===== src/rtl/alu_pipe_if.sv =====
// Operand/result bus of the pipelined ALU: operand handshake in, result handshake out.
// Handshake: a beat transfers on a rising edge where valid && ready; the source holds
// its payload until that edge, and ready may depend combinationally on downstream ready.
interface alu_pipe_if #(
  parameter int WIDTH = 4
);
  logic             in_valid;
  logic             in_ready;
  logic [2:0]       op;
  logic [WIDTH-1:0] a;
  logic [WIDTH-1:0] b;
  logic             out_valid;
  logic             out_ready;
  logic [WIDTH:0]   result;
  logic [2:0]       cmp;
  logic [7:0]       op_dec;
  logic             acc_ovf;

  modport master (
    output in_valid, op, a, b, out_ready,
    input  in_ready, out_valid, result, cmp, op_dec, acc_ovf
  );

  modport slave (
    input  in_valid, op, a, b, out_ready,
    output in_ready, out_valid, result, cmp, op_dec, acc_ovf
  );
endinterface


===== src/rtl/alu_pipe_core.sv =====
// Two-stage pipelined ALU: S1 captures {op,a,b}, S2 computes and registers the result,
// with an in-order accumulator and sticky overflow flag.
module alu_pipe_core #(
  parameter int WIDTH = 4
) (
  input  logic       clk,
  input  logic       rst,
  alu_pipe_if.slave  bus
);
  localparam logic [2:0] OP_ADD     = 3'b000;
  localparam logic [2:0] OP_SUB     = 3'b001;
  localparam logic [2:0] OP_CMP     = 3'b010;
  localparam logic [2:0] OP_AND     = 3'b011;
  localparam logic [2:0] OP_OR      = 3'b100;
  localparam logic [2:0] OP_XOR     = 3'b101;
  localparam logic [2:0] OP_ACC_ADD = 3'b110;
  localparam logic [2:0] OP_ACC_CLR = 3'b111;

  logic             s1_valid;
  logic [2:0]       s1_op;
  logic [WIDTH-1:0] s1_a;
  logic [WIDTH-1:0] s1_b;

  logic             s2_valid;
  logic [2:0]       s2_op;
  logic [WIDTH:0]   s2_result;
  logic [2:0]       s2_cmp;

  logic [WIDTH-1:0] acc;
  logic             acc_ovf_q;

  logic             advance;
  logic [WIDTH:0]   sum;
  logic [WIDTH:0]   diff;
  logic [WIDTH:0]   acc_sum;
  logic [WIDTH:0]   f_result;
  logic [2:0]       f_cmp;
  logic [WIDTH-1:0] acc_next;
  logic             ovf_next;

  // The whole pipe moves as one unit; a stalled S2 freezes S1 and the accumulator too.
  assign advance = !s2_valid || bus.out_ready;

  always_comb begin
    f_cmp    = {s1_a > s1_b, s1_a == s1_b, s1_a < s1_b};
    sum      = {1'b0, s1_a} + {1'b0, s1_b};
    diff     = {1'b0, s1_a} - {1'b0, s1_b};
    acc_sum  = {1'b0, acc} + {1'b0, s1_a};
    f_result = '0;
    acc_next = acc;
    ovf_next = acc_ovf_q;
    case (s1_op)
      OP_ADD: f_result = sum;
      OP_SUB: f_result = {s1_a < s1_b, diff[WIDTH-1:0]};
      OP_CMP: f_result[2:0] = f_cmp;
      OP_AND: f_result = {1'b0, s1_a & s1_b};
      OP_OR:  f_result = {1'b0, s1_a | s1_b};
      OP_XOR: f_result = {1'b0, s1_a ^ s1_b};
      OP_ACC_ADD: begin
        f_result = acc_sum;
        acc_next = acc_sum[WIDTH-1:0];
        ovf_next = acc_ovf_q | acc_sum[WIDTH];
      end
      OP_ACC_CLR: begin
        f_result = {1'b0, acc};
        acc_next = '0;
        ovf_next = 1'b0;
      end
      default: f_result = '0;
    endcase
  end

  always_ff @(posedge clk) begin
    if (rst) begin
      s1_valid  <= 1'b0;
      s1_op     <= '0;
      s1_a      <= '0;
      s1_b      <= '0;
      s2_valid  <= 1'b0;
      s2_op     <= '0;
      s2_result <= '0;
      s2_cmp    <= '0;
      acc       <= '0;
      acc_ovf_q <= 1'b0;
    end else if (advance) begin
      s1_valid <= bus.in_valid;
      s1_op    <= bus.op;
      s1_a     <= bus.a;
      s1_b     <= bus.b;
      s2_valid <= s1_valid;
      // Bubbles leave S2 data and the accumulator untouched.
      if (s1_valid) begin
        s2_op     <= s1_op;
        s2_result <= f_result;
        s2_cmp    <= f_cmp;
        acc       <= acc_next;
        acc_ovf_q <= ovf_next;
      end
    end
  end

  assign bus.in_ready  = advance;
  assign bus.out_valid = s2_valid;
  assign bus.result    = s2_result;
  assign bus.cmp       = s2_cmp;
  assign bus.op_dec    = s2_valid ? (8'b1 << s2_op) : 8'b0;
  assign bus.acc_ovf   = acc_ovf_q;
endmodule


===== src/flat_wrapper.sv =====
// flat-port wrapper written by rule: the top's interface ports become plain ports
module alu_pipe_core_flat 
#(
  parameter int WIDTH = 4
)
  (clk, rst, bus_in_valid, bus_op, bus_a, bus_b, bus_out_ready, bus_in_ready, bus_out_valid, bus_result, bus_cmp, bus_op_dec, bus_acc_ovf);
  alu_pipe_if #(.WIDTH(WIDTH)) bus_i ();
  input  logic clk;
  input  logic rst;
  input wire logic [$bits(bus_i.in_valid)-1:0] bus_in_valid;
  input wire logic [$bits(bus_i.op)-1:0] bus_op;
  input wire logic [$bits(bus_i.a)-1:0] bus_a;
  input wire logic [$bits(bus_i.b)-1:0] bus_b;
  input wire logic [$bits(bus_i.out_ready)-1:0] bus_out_ready;
  output wire logic [$bits(bus_i.in_ready)-1:0] bus_in_ready;
  output wire logic [$bits(bus_i.out_valid)-1:0] bus_out_valid;
  output wire logic [$bits(bus_i.result)-1:0] bus_result;
  output wire logic [$bits(bus_i.cmp)-1:0] bus_cmp;
  output wire logic [$bits(bus_i.op_dec)-1:0] bus_op_dec;
  output wire logic [$bits(bus_i.acc_ovf)-1:0] bus_acc_ovf;
  assign bus_i.in_valid = bus_in_valid;
  assign bus_i.op = bus_op;
  assign bus_i.a = bus_a;
  assign bus_i.b = bus_b;
  assign bus_i.out_ready = bus_out_ready;
  assign bus_in_ready = bus_i.in_ready;
  assign bus_out_valid = bus_i.out_valid;
  assign bus_result = bus_i.result;
  assign bus_cmp = bus_i.cmp;
  assign bus_op_dec = bus_i.op_dec;
  assign bus_acc_ovf = bus_i.acc_ovf;
  alu_pipe_core #(.WIDTH(WIDTH)) u_core (.clk(clk), .rst(rst), .bus(bus_i));
endmodule

===== config.mk =====
export PLATFORM = sky130hd
export DESIGN_NAME = alu_pipe_core_flat
export DESIGN_NICKNAME = d
export VERILOG_FILES = /design/src/rtl/alu_pipe_if.sv /design/src/rtl/alu_pipe_core.sv /design/src/flat_wrapper.sv
export SDC_FILE = /design/constraint.sdc
export NUM_CORES = 1
export LEC_CHECK = 0
export ABC_AREA = 1
export CORE_MARGIN = 4
export CORE_UTILIZATION = 37
export CTS_CLUSTER_DIAMETER = 30
export CTS_CLUSTER_SIZE = 28
export DETAILED_ROUTE_END_ITERATION = 8
export DONT_BUFFER_PORTS = 1
export SLEW_MARGIN = 20
export SYNTH_ARGS = -nofsm -noshare
export SYNTH_HDL_FRONTEND = slang
export SYNTH_SLANG_ARGS = --single-unit

===== constraint.sdc =====
create_clock -name clk -period 2.2 [get_ports clk]
set_input_delay 0.33 -clock clk [delete_from_list [all_inputs] [get_ports clk]]
set_output_delay 0.33 -clock clk [all_outputs]
set_load 0.01 [all_outputs]

==> flow_summary.json, run 1 <==
{
  "vias": 1687,
  "first_global_vias": 1654,
  "synth_fp_nets": 298,
  "cts-root-buf": "clkbuf_8",
  "clk_pin_slew_ps": 70,
  "dieArea_um2": 6260,
  "ys_warn_count": 0,
  "synth-seq-area-share_pct": 31.0,
  "htreeDepth": 2,
  "grt_max_degree": 26,
  "synth_cell_types": 30,
  "setup_slack_ps": 358,
  "viasPerCell": 5.10,
  "hold_viol_final": 0,
  "io_pins": 34,
  "fmax_mhz": 543,
  "dieHeight_um": 79.1,
  "start_util_pct": 38.8,
  "synth_commonest_cells": "nand2_1 (42), a21oi_1 (35), inv_1 (30)",
  "core_um2": 4820,
  "synth_flop_cell": "dfxtp_1",
  "clock_skew_ps": 5.14,
  "synthSimpleGateAreaFrac_pct": 23.8,
  "grt_pass1_wl_um": 8250,
  "hold_class": "in -> reg",
  "cts_tree": "built",
  "synthXorXnorAreaFrac_pct": 0.936,
  "post_cts_buffers": 0,
  "rsz0062_at_grt": "no",
  "synth.avg_cell_area_um2": 7.11,
  "critPathKind": "reg -> reg",
  "fin_crit_sh_pct": 83.7,
  "slew_headroom_pct": 72.3,
  "p_total_mw": 1.29,
  "insertion_delay_ps": 280,
  "drive_gt1_share_pct": 10.6,
  "synth.area.top_cells": "dfxtp_1 (31%), ha_1 (11%), a21oi_1 (9.4%)",
  "synth_compound_area_share_pct": 18.7,
  "critPathLaunchType": "flop",
  "end_kind": "flop",
  "min_period_ps": 1840,
  "whs_ps": 111,
  "drtIter0Drc": 123,
  "synth_top_cell_by_area": "dfxtp_1",
  "syn_area_um2": 1870,
  "numPortBuffers": 0,
  "cp_max_fo": 3,
  "clock-sinks": 29,
  "pre_cts_slack_ps": 371,
  "synthAdderAreaFrac_pct": 14.6,
  "vdd_drop_max_v": 0.000318,
  "n_antenna_cell": 0,
  "ys_ff_latch": 29,
  "grt_antenna_before_repair": 0,
  "grt.overflow.total": 0,
  "setup-violations-final": 0,
  "fill_cells": 539,
  "worstPathRequired_ps": 2390,
  "synth_mux_area_share_pct": 0,
  "ys_async_sr_fraction_pct": 0,
  "tightest_slew_ps": 415,
  "hpwlAfterDp_um": 3720,
  "arrival_ps": 2030,
  "fin_nets": 298,
  "syn_inst": 263,
  "ant_nets": 0,
  "power_density_nw_per_um2": 645,
  "tns_ps": 0,
  "synth_edf_count": 0,
  "synth_top_family_by_area": "simple AND/OR/NAND/NOR gates",
  "yosysTopAreaCellShare_pct": 31.0,
  "cap_violations": 0,
  "cts_made_buffers": 5,
  "totalWireLength_um": 4730,
  "cts_resized": 0,
  "ctsHoldBuffers": 0,
  "status": "finished, final reports clean",
  "row_count": 25,
  "slew_viol_final": 0,
  "yosysMostFrequentCell": "nand2_1",
  "syn_to_final_growth_pct": 6.82,
  "drcViolationCount": 0,
  "drt_pass1_iterations": 4,
  "p_leak_nw": 0.880,
  "track_usage_pct": 17.0,
  "post-route-util_pct": 41.5,
  "cts_buffer_depth": 2,
  "fp.dieW_um": 79.1,
  "gp_congestion": 0.933,
  "wire_per_inst_um": 14.3
}
==> sequential cells by signal, summed over array words and instances, names as in the netlist <==
register,flops
u_core.bus.result,5
u_core.acc,4
u_core.s1_a,4
u_core.s1_b,4
u_core.bus.cmp,3
u_core.s1_op,3
u_core.s2_op,3
u_core.bus.acc_ovf,1
u_core.bus.out_valid,1
u_core.s1_valid,1
==> cell families (layout without fill, tap and decap cells) <==
kind of cell    Yosys count  after routing
simple gates             99             99
fa+ha+maj                20             20
xor+xnor                  2              2
compound gates           65             65
buf+inv                  48             49
flops                    29             29
==> placed cells by master (no fill, tap or decap) <==
master / synthesis / final
a211oi_1: 2 / 2
a211oi_2: 1 / 1
a21oi_1: 35 / 35
buf_4: 4 / 2
clkbuf_8: 0 / 5
clkinv_2: 0 / 2
clkinvlp_4: 0 / 1
dfxtp_1: 29 / 29
fa_1: 3 / 3
ha_1: 17 / 17
inv_1: 30 / 30
inv_2: 9 / 9
nand2_1: 42 / 42
nand2_2: 2 / 2
nand2_4: 1 / 1
nand3_1: 19 / 19
nand4_1: 3 / 3
nor2_1: 25 / 25
nor2_2: 2 / 2
nor2_4: 2 / 2
nor3_1: 1 / 1
nor3_2: 1 / 1
o2111ai_1: 2 / 2
o21ai_0: 20 / 20
o21ai_1: 2 / 2
o21bai_1: 1 / 1
o22ai_1: 2 / 2
or2_0: 1 / 1
xnor2_1: 2 / 2
==> layer usage <==
metal / vias up / track usage [%] / part of all wire (%)
met1: 775 / 23.5 / 47
met5: - / 0 / 0
li1: 856 / - / -
met4: 0 / 4.30 / 1.2
met3: 7 / 4.08 / 6.5
met2: 49 / 26.5 / 45
==> area by class of cell <==
| cell class | count | area (um2) | share of cell area, % |
|---|---|---|---|
| Clock inverter | 3 | 17.5 | 0.877 |
| Timing Repair Buffer | 2 | 15.0 | 0.751 |
| Clock buffer | 5 | 68.8 | 3.44 |
| Inverter | 39 | 146 | 7.33 |
| Multi-Input combinational cell | 186 | 1090 | 54.4 |
| Tap cell | 67 | 83.8 | 4.20 |
| Sequential cell | 29 | 581 | 29.1 |
==> power breakdown <==
group | switching (mW) | internal [mW] | total, mW
Sequential | 0.0407 | 0.559 | 0.599
Clock | 0.226 | 0.218 | 0.444
Combinational | 0.159 | 0.0852 | 0.245
Total | 0.427 | 0.862 | 1.29
==> per-stage QoR <==
stage / std cells / instance area [um2]
2_1_floorplan: 263 / 1870
3_3_place_gp: 323 / 1910
3_5_place_dp: 323 / 1910
4_1_cts: 331 / 2000
5_1_grt: 331 / 2000
6_report: 331 / 2000
==> worst max-delay path, stage by stage, from the launching register on <==
cell and delay (ps):
dfxtp_1 330, inv_1 100, ha_1 150, inv_1 70, fa_1 420, or2_0 240, nand3_1 80, o21ai_1 60
nor2_1 80, o2111ai_1 110, nand2_1 80, inv_1 30
==> path summary, 6_finish.rpt <==
| kind | depth (start not counted) | from | to | slack [ps] |
|---|---|---|---|---|
| setup / recovery | 11 | u_core.s1_a[0]$_SDFFE_PP0N_ | u_core.bus.result[2]$_SDFFE_PP0P_ | 360 |
| hold / removal | 1 | rst | u_core.bus.result[1]$_SDFFE_PP0P_ | 110 |
| setup reg to reg | 11 | u_core.s1_a[0]$_SDFFE_PP0N_ | u_core.bus.result[2]$_SDFFE_PP0P_ | 360 |
| hold reg to reg | 2 | u_core.s2_op[2]$_SDFFE_PP0P_ | u_core.s2_op[2]$_SDFFE_PP0P_ | 480 |
No activity file was read; power rests on OpenSTA's default activity.
==> run 2: changes to the inputs <==
clock period = 1.5 ns   (was 2.2 ns; I/O delays follow)
==> run 2 against run 1 <==
Effect of this change:
- the flow now finishes with violations (setup timing)
- sequential cell count unchanged
- final area increased by 26%
- total power increased by 66%
- via count increased by 8.3%
- clock skew increased by 0.97 ps
- final cell count increased by 11%
- hold slack got worse by 95 ps
- critical path depth unchanged
- critical path type unchanged
==> flow_summary.json, run 2 (synthesis results as in run 1) <==
{
  "status": "finished, violations left",
  "violations": "setup timing",
  "hold_class": "in -> reg",
  "cts_buffer_depth": 2,
  "pre_cts_slack_ps": -208,
  "r2r_start": "u_core.s1_a[0]$_SDFFE_PP0N_",
  "drt_pass1_iterations": 4,
  "rsz0062_at_grt": "yes",
  "fill_cells": 492,
  "setup_slack_ps": -154,
  "drcViolationCount": 0,
  "min_to": "u_core.acc[1]$_SDFFE_PP0P_",
  "grt_pass1_wl_um": 8610,
  "ant_nets": 0,
  "htreeDepth": 2,
  "setup-violations-final": 6,
  "wire_per_inst_um": 13.7,
  "min_period_ps": 1650,
  "io_pins": 34,
  "fp.dieW_um": 79.1,
  "clock_skew_ps": 6.10,
  "fin_crit_sh_pct": 110,
  "viasPerCell": 4.99,
  "critPathTopFamily": "simple AND/OR/NAND/NOR gates",
  "hpwlAfterDp_um": 3850,
  "max_stage_delay_ps": 330,
  "vdd_drop_max_v": 0.000524,
  "cts-root-buf": "clkbuf_8",
  "gp_congestion": 0.909,
  "cts_made_buffers": 5,
  "drive_gt1_share_pct": 36.1,
  "min_from": "rst",
  "first_global_vias": 1827,
  "cts_tree": "built",
  "multiInputGateArea_um2": 1290,
  "grt_antenna_before_repair": 0,
  "slew_viol_final": 0,
  "cp_max_fo": 3,
  "holdPathStages": 1,
  "track_usage_pct": 17.4,
  "numPortBuffers": 0,
  "critPathKind": "reg -> reg",
  "clk_pin_slew_ps": 70,
  "end_kind": "flop",
  "p_total_mw": 2.14,
  "grt_max_degree": 26,
  "mostFrequentLayoutCells": "nand2_1 (36), buf_4 (30), a21oi_1 (28)",
  "insertion_delay_ps": 280,
  "area.sequential_um2": 596,
  "hold_viol_final": 0,
  "grt.overflow.total": 0,
  "cpMostUsedCell": "inv_2",
  "dieArea_um2": 6260,
  "clock-sinks": 29,
  "path_buf_inv": 3,
  "totalWireLength_um": 5030,
  "tns_ps": -374,
  "cap_violations": 0,
  "drtIter0Drc": 98,
  "core_um2": 4820,
  "largest_register_ffs": 5,
  "p_leak_nw": 1.08,
  "worstPathRequired_ps": 1690,
  "worstPathCellList": "inv_2 -> ha_4 -> inv_2 -> fa_2 -> or2_0 -> nand3_1 -> o21ai_1 -> nor2_1 -> o2111ai_1 -> nand2_1 -> inv_1",
  "r2r_setup_slack_ps": -150,
  "critPathLaunchType": "flop",
  "n_antenna_cell": 0,
  "layout_commonest_cell": "nand2_1",
  "fmax_mhz": 605,
  "rr_worst_depth": 11,
  "cp_slowest_cell": "dfxtp_2",
  "vias": 1827,
  "slew_headroom_pct": 69.9,
  "dieHeight_um": 79.1,
  "syn_to_final_growth_pct": 34.3,
  "start_util_pct": 38.8,
  "whs_ps": 15.7,
  "fin_nets": 333,
  "power_density_nw_per_um2": 854,
  "tightest_slew_ps": 451,
  "r2r-end": "u_core.bus.result[2]$_SDFFE_PP0P_",
  "row_count": 25,
  "arrival_ps": 1840
}
-- run 2: cell types whose count changed in the layout (fill, tap and decap cells not counted), sizes merged --
cell / delta
buf: +34
dlygate4sd3: +1
-- run 2: timing repair --
item                                    CTS  global route
setup buffers                             1             2
hold buffers                              1             0
endpoints found under the setup margin    9            13
hold endpoints to repair                  7             0
pin swaps                                10             8
gates resized for setup                  29            30
-- run 2: worst max-delay path by stage --
stage | start | to | cells after the start
after floorplan | u_core.s1_a[0]$_SDFFE_PP0N_ | u_core.bus.result[2]$_SDFFE_PP0P_ | 11
after CTS | u_core.s1_a[0]$_SDFFE_PP0N_ | u_core.bus.result[2]$_SDFFE_PP0P_ | 11
final | u_core.s1_a[0]$_SDFFE_PP0N_ | u_core.bus.result[2]$_SDFFE_PP0P_ | 11
after global placement | u_core.s1_a[0]$_SDFFE_PP0N_ | u_core.bus.result[2]$_SDFFE_PP0P_ | 8
after global routing | u_core.s1_a[0]$_SDFFE_PP0N_ | u_core.bus.result[2]$_SDFFE_PP0P_ | 11
after detailed placement | u_core.s1_a[0]$_SDFFE_PP0N_ | u_core.bus.result[2]$_SDFFE_PP0P_ | 8
-- run 2: layer usage --
layer	share of wire (%)	GRT usage, %	up-vias
li1	-	-	924
met1	46	22.9	836
met2	45	27.1	56
met3	6.3	5.10	11
met4	2.2	6.19	0
met5	0	0	-
-- run 2: layout make-up --
type                    instances  area share (%)
repair buffers                 37            12.4
inverters                      39            5.93
clock inverters                 3           0.697
flip-flops and latches         29            23.7
clock buffers                   5            2.74
well taps                      67            3.34
multi-input cells             186            51.2
-- run 2: where the power goes --
part | total [mW] | internal [mW] | leakage [nW] | switching (mW)
Combinational | 0.638 | 0.299 | 0.792 | 0.339
Clock | 0.639 | 0.320 | 0.0439 | 0.319
Sequential | 0.868 | 0.821 | 0.242 | 0.0467
-- run 2: per-stage QoR --
step / cells / area, um2 / util, %
6_report: 366 / 2510 / 52.2
4_1_cts: 364 / 2400 / 49.8
2_1_floorplan: 263 / 1870 / -
5_1_grt: 366 / 2510 / 52.2
3_5_place_dp: 354 / 2160 / 44.9
3_3_place_gp: 354 / 2160 / 44.9
-- run 2: worst register-to-register path, stage by stage (launching register included) --
cell and delay (ps):
dfxtp_2 330, inv_2 70, ha_4 120, inv_2 40
fa_2 330, or2_0 210, nand3_1 80, o21ai_1 60
nor2_1 100, o2111ai_1 100, nand2_1 80, inv_1 30
==> run 3: changes to the inputs <==
CORE_UTILIZATION = 25   (was 37)
==> run 3 against run 2 <==
Effect of this change:
- the run still ends with setup timing left
- via count up 2.1%
- count of clock-buffer cells in the layout up 2
- final cell count up 9.6%
- critical endpoint unchanged
- largest power group unchanged
- highest routed layer unchanged
==> flow_summary.json, run 3 (synthesis results as in run 1) <==
{
  "cts_made_buffers": 5,
  "end_kind": "flop",
  "clk_pin_slew_ps": 60,
  "fin_crit_sh_pct": 112,
  "dieHeight_um": 94.5,
  "fin_nets": 336,
  "clock_skew_ps": 6.22,
  "startpoint": "u_core.s1_a[0]$_SDFFE_PP0N_",
  "fp.dieW_um": 94.5,
  "clock-sinks": 29,
  "slew_viol_final": 0,
  "n_antenna_cell": 0,
  "slew_headroom_pct": 70.2,
  "track_usage_pct": 12.8,
  "dieArea_um2": 8930,
  "io_pins": 34,
  "grt_pass1_wl_um": 8880,
  "numPortBuffers": 0,
  "setup-violations-final": 5,
  "whs_ps": 16.0,
  "drt_pass1_iterations": 4,
  "first_global_vias": 1845,
  "drive_gt1_share_pct": 38.4,
  "grt_max_degree": 26,
  "hold_class": "in -> reg",
  "cp_max_fo": 3,
  "mostFrequentLayoutCells": "nand2_1 (36), buf_4 (31), a21oi_1 (28)",
  "placed_cell_area_um2": 2200,
  "htreeDepth": 2,
  "min_from": "rst",
  "setup_slack_ps": -178,
  "fmax_mhz": 596,
  "p_total_mw": 2.39,
  "vdd_drop_max_v": 0.000860,
  "critPathKind": "reg -> reg",
  "critPathLaunchType": "flop",
  "cts_buffer_depth": 2,
  "fin_cells": 401,
  "status": "finished, violations left",
  "tightest_slew_ps": 447,
  "min_period_ps": 1680,
  "grt_antenna_before_repair": 0,
  "hold_viol_final": 0,
  "drtIter0Drc": 112,
  "gp_congestion": 0.914,
  "p_leak_nw": 1.11,
  "post-route-util_pct": 36.1,
  "worstPathRequired_ps": 1690,
  "drcViolationCount": 0,
  "cts-root-buf": "clkbuf_8",
  "layout_commonest_cell": "nand2_1",
  "core_um2": 7250,
  "design_area_um2": 2620,
  "violations": "setup timing",
  "pre_cts_slack_ps": -230,
  "row_count": 31,
  "viasPerCell": 4.65,
  "largest_register_ffs": 5,
  "cts_tree": "built",
  "insertion_delay_ps": 290,
  "rsz0062_at_grt": "yes",
  "grt.overflow.total": 0,
  "r2r_start": "u_core.s1_a[0]$_SDFFE_PP0N_",
  "cap_violations": 0,
  "vias": 1866,
  "totalWireLength_um": 5490,
  "ant_nets": 0,
  "power_density_nw_per_um2": 911,
  "start_util_pct": 25.8,
  "syn_to_final_growth_pct": 40.1,
  "dp.cells": 386,
  "hpwlAfterDp_um": 4060,
  "tns_ps": -436,
  "wire_per_inst_um": 13.7,
  "arrival_ps": 1870
}
[run 3: cell types whose count changed in the layout (fill, tap and decap cells not counted), moves of 2 or more]
cell	change
clkinv_2	-2
dfxtp_2	+2
dlygate4sd3_1	+2
inv_1	-2
inv_4	+2
nor2_1	-5
nor2_2	+5
[run 3: layout make-up]
cell class	instances	area [um2]
clock buffer	7	86.3
clock inverter	1	30.0
fill	760	4630
inverter	39	154
multi-input combinational	186	1290
sequential	29	594
tap	99	124
timing repair buffer	40	339
[run 3: path summary, 6_finish.rpt]
| check | to | slack, ps | cells past startpoint |
|---|---|---|---|
| setup reg to reg | u_core.bus.result[2]$_SDFFE_PP0P_ | -180 | 11 |
| hold / removal | u_core.acc[0]$_SDFFE_PP0P_ | 20 | 1 |
| setup / recovery | u_core.bus.result[2]$_SDFFE_PP0P_ | -180 | 11 |
| hold reg to reg | u_core.s2_op[2]$_SDFFE_PP0P_ | 480 | 2 |
[run 3: what timing repair did]
| item | CTS | global route |
|---|---|---|
| endpoints found under the setup margin | 10 | 12 |
| setup buffers | 1 | 3 |
| pin swaps | 7 | 14 |
| hold buffers | 2 | 1 |
| resized for setup | 33 | 33 |
| cloned | 0 | 0 |
| endpoints found under the hold margin | 5 | 2 |
[run 3: routing by layer]
layer	vias up	share of wire, %	global-route usage [%]
met5	-	0	0
met4	0	2.8	5.53
met3	12	5.6	2.71
met2	54	46	21.0
met1	867	45	16.1
li1	933	-	-
[run 3: worst max-delay path, stage by stage (launching register included)]
cell and delay, ps:
dfxtp_2 330, inv_2 70, ha_4 130, inv_4 30, fa_2 340, or2_0 210
nand3_1 80, o21ai_1 60, nor2_1 110, o2111ai_1 100, nand2_1 70, inv_1 40
[run 3: report_power, final]
group          internal (mW)  switching [mW]
logic                  0.304           0.345
clock network          0.541           0.319
registers              0.823          0.0557
total                   1.67           0.719
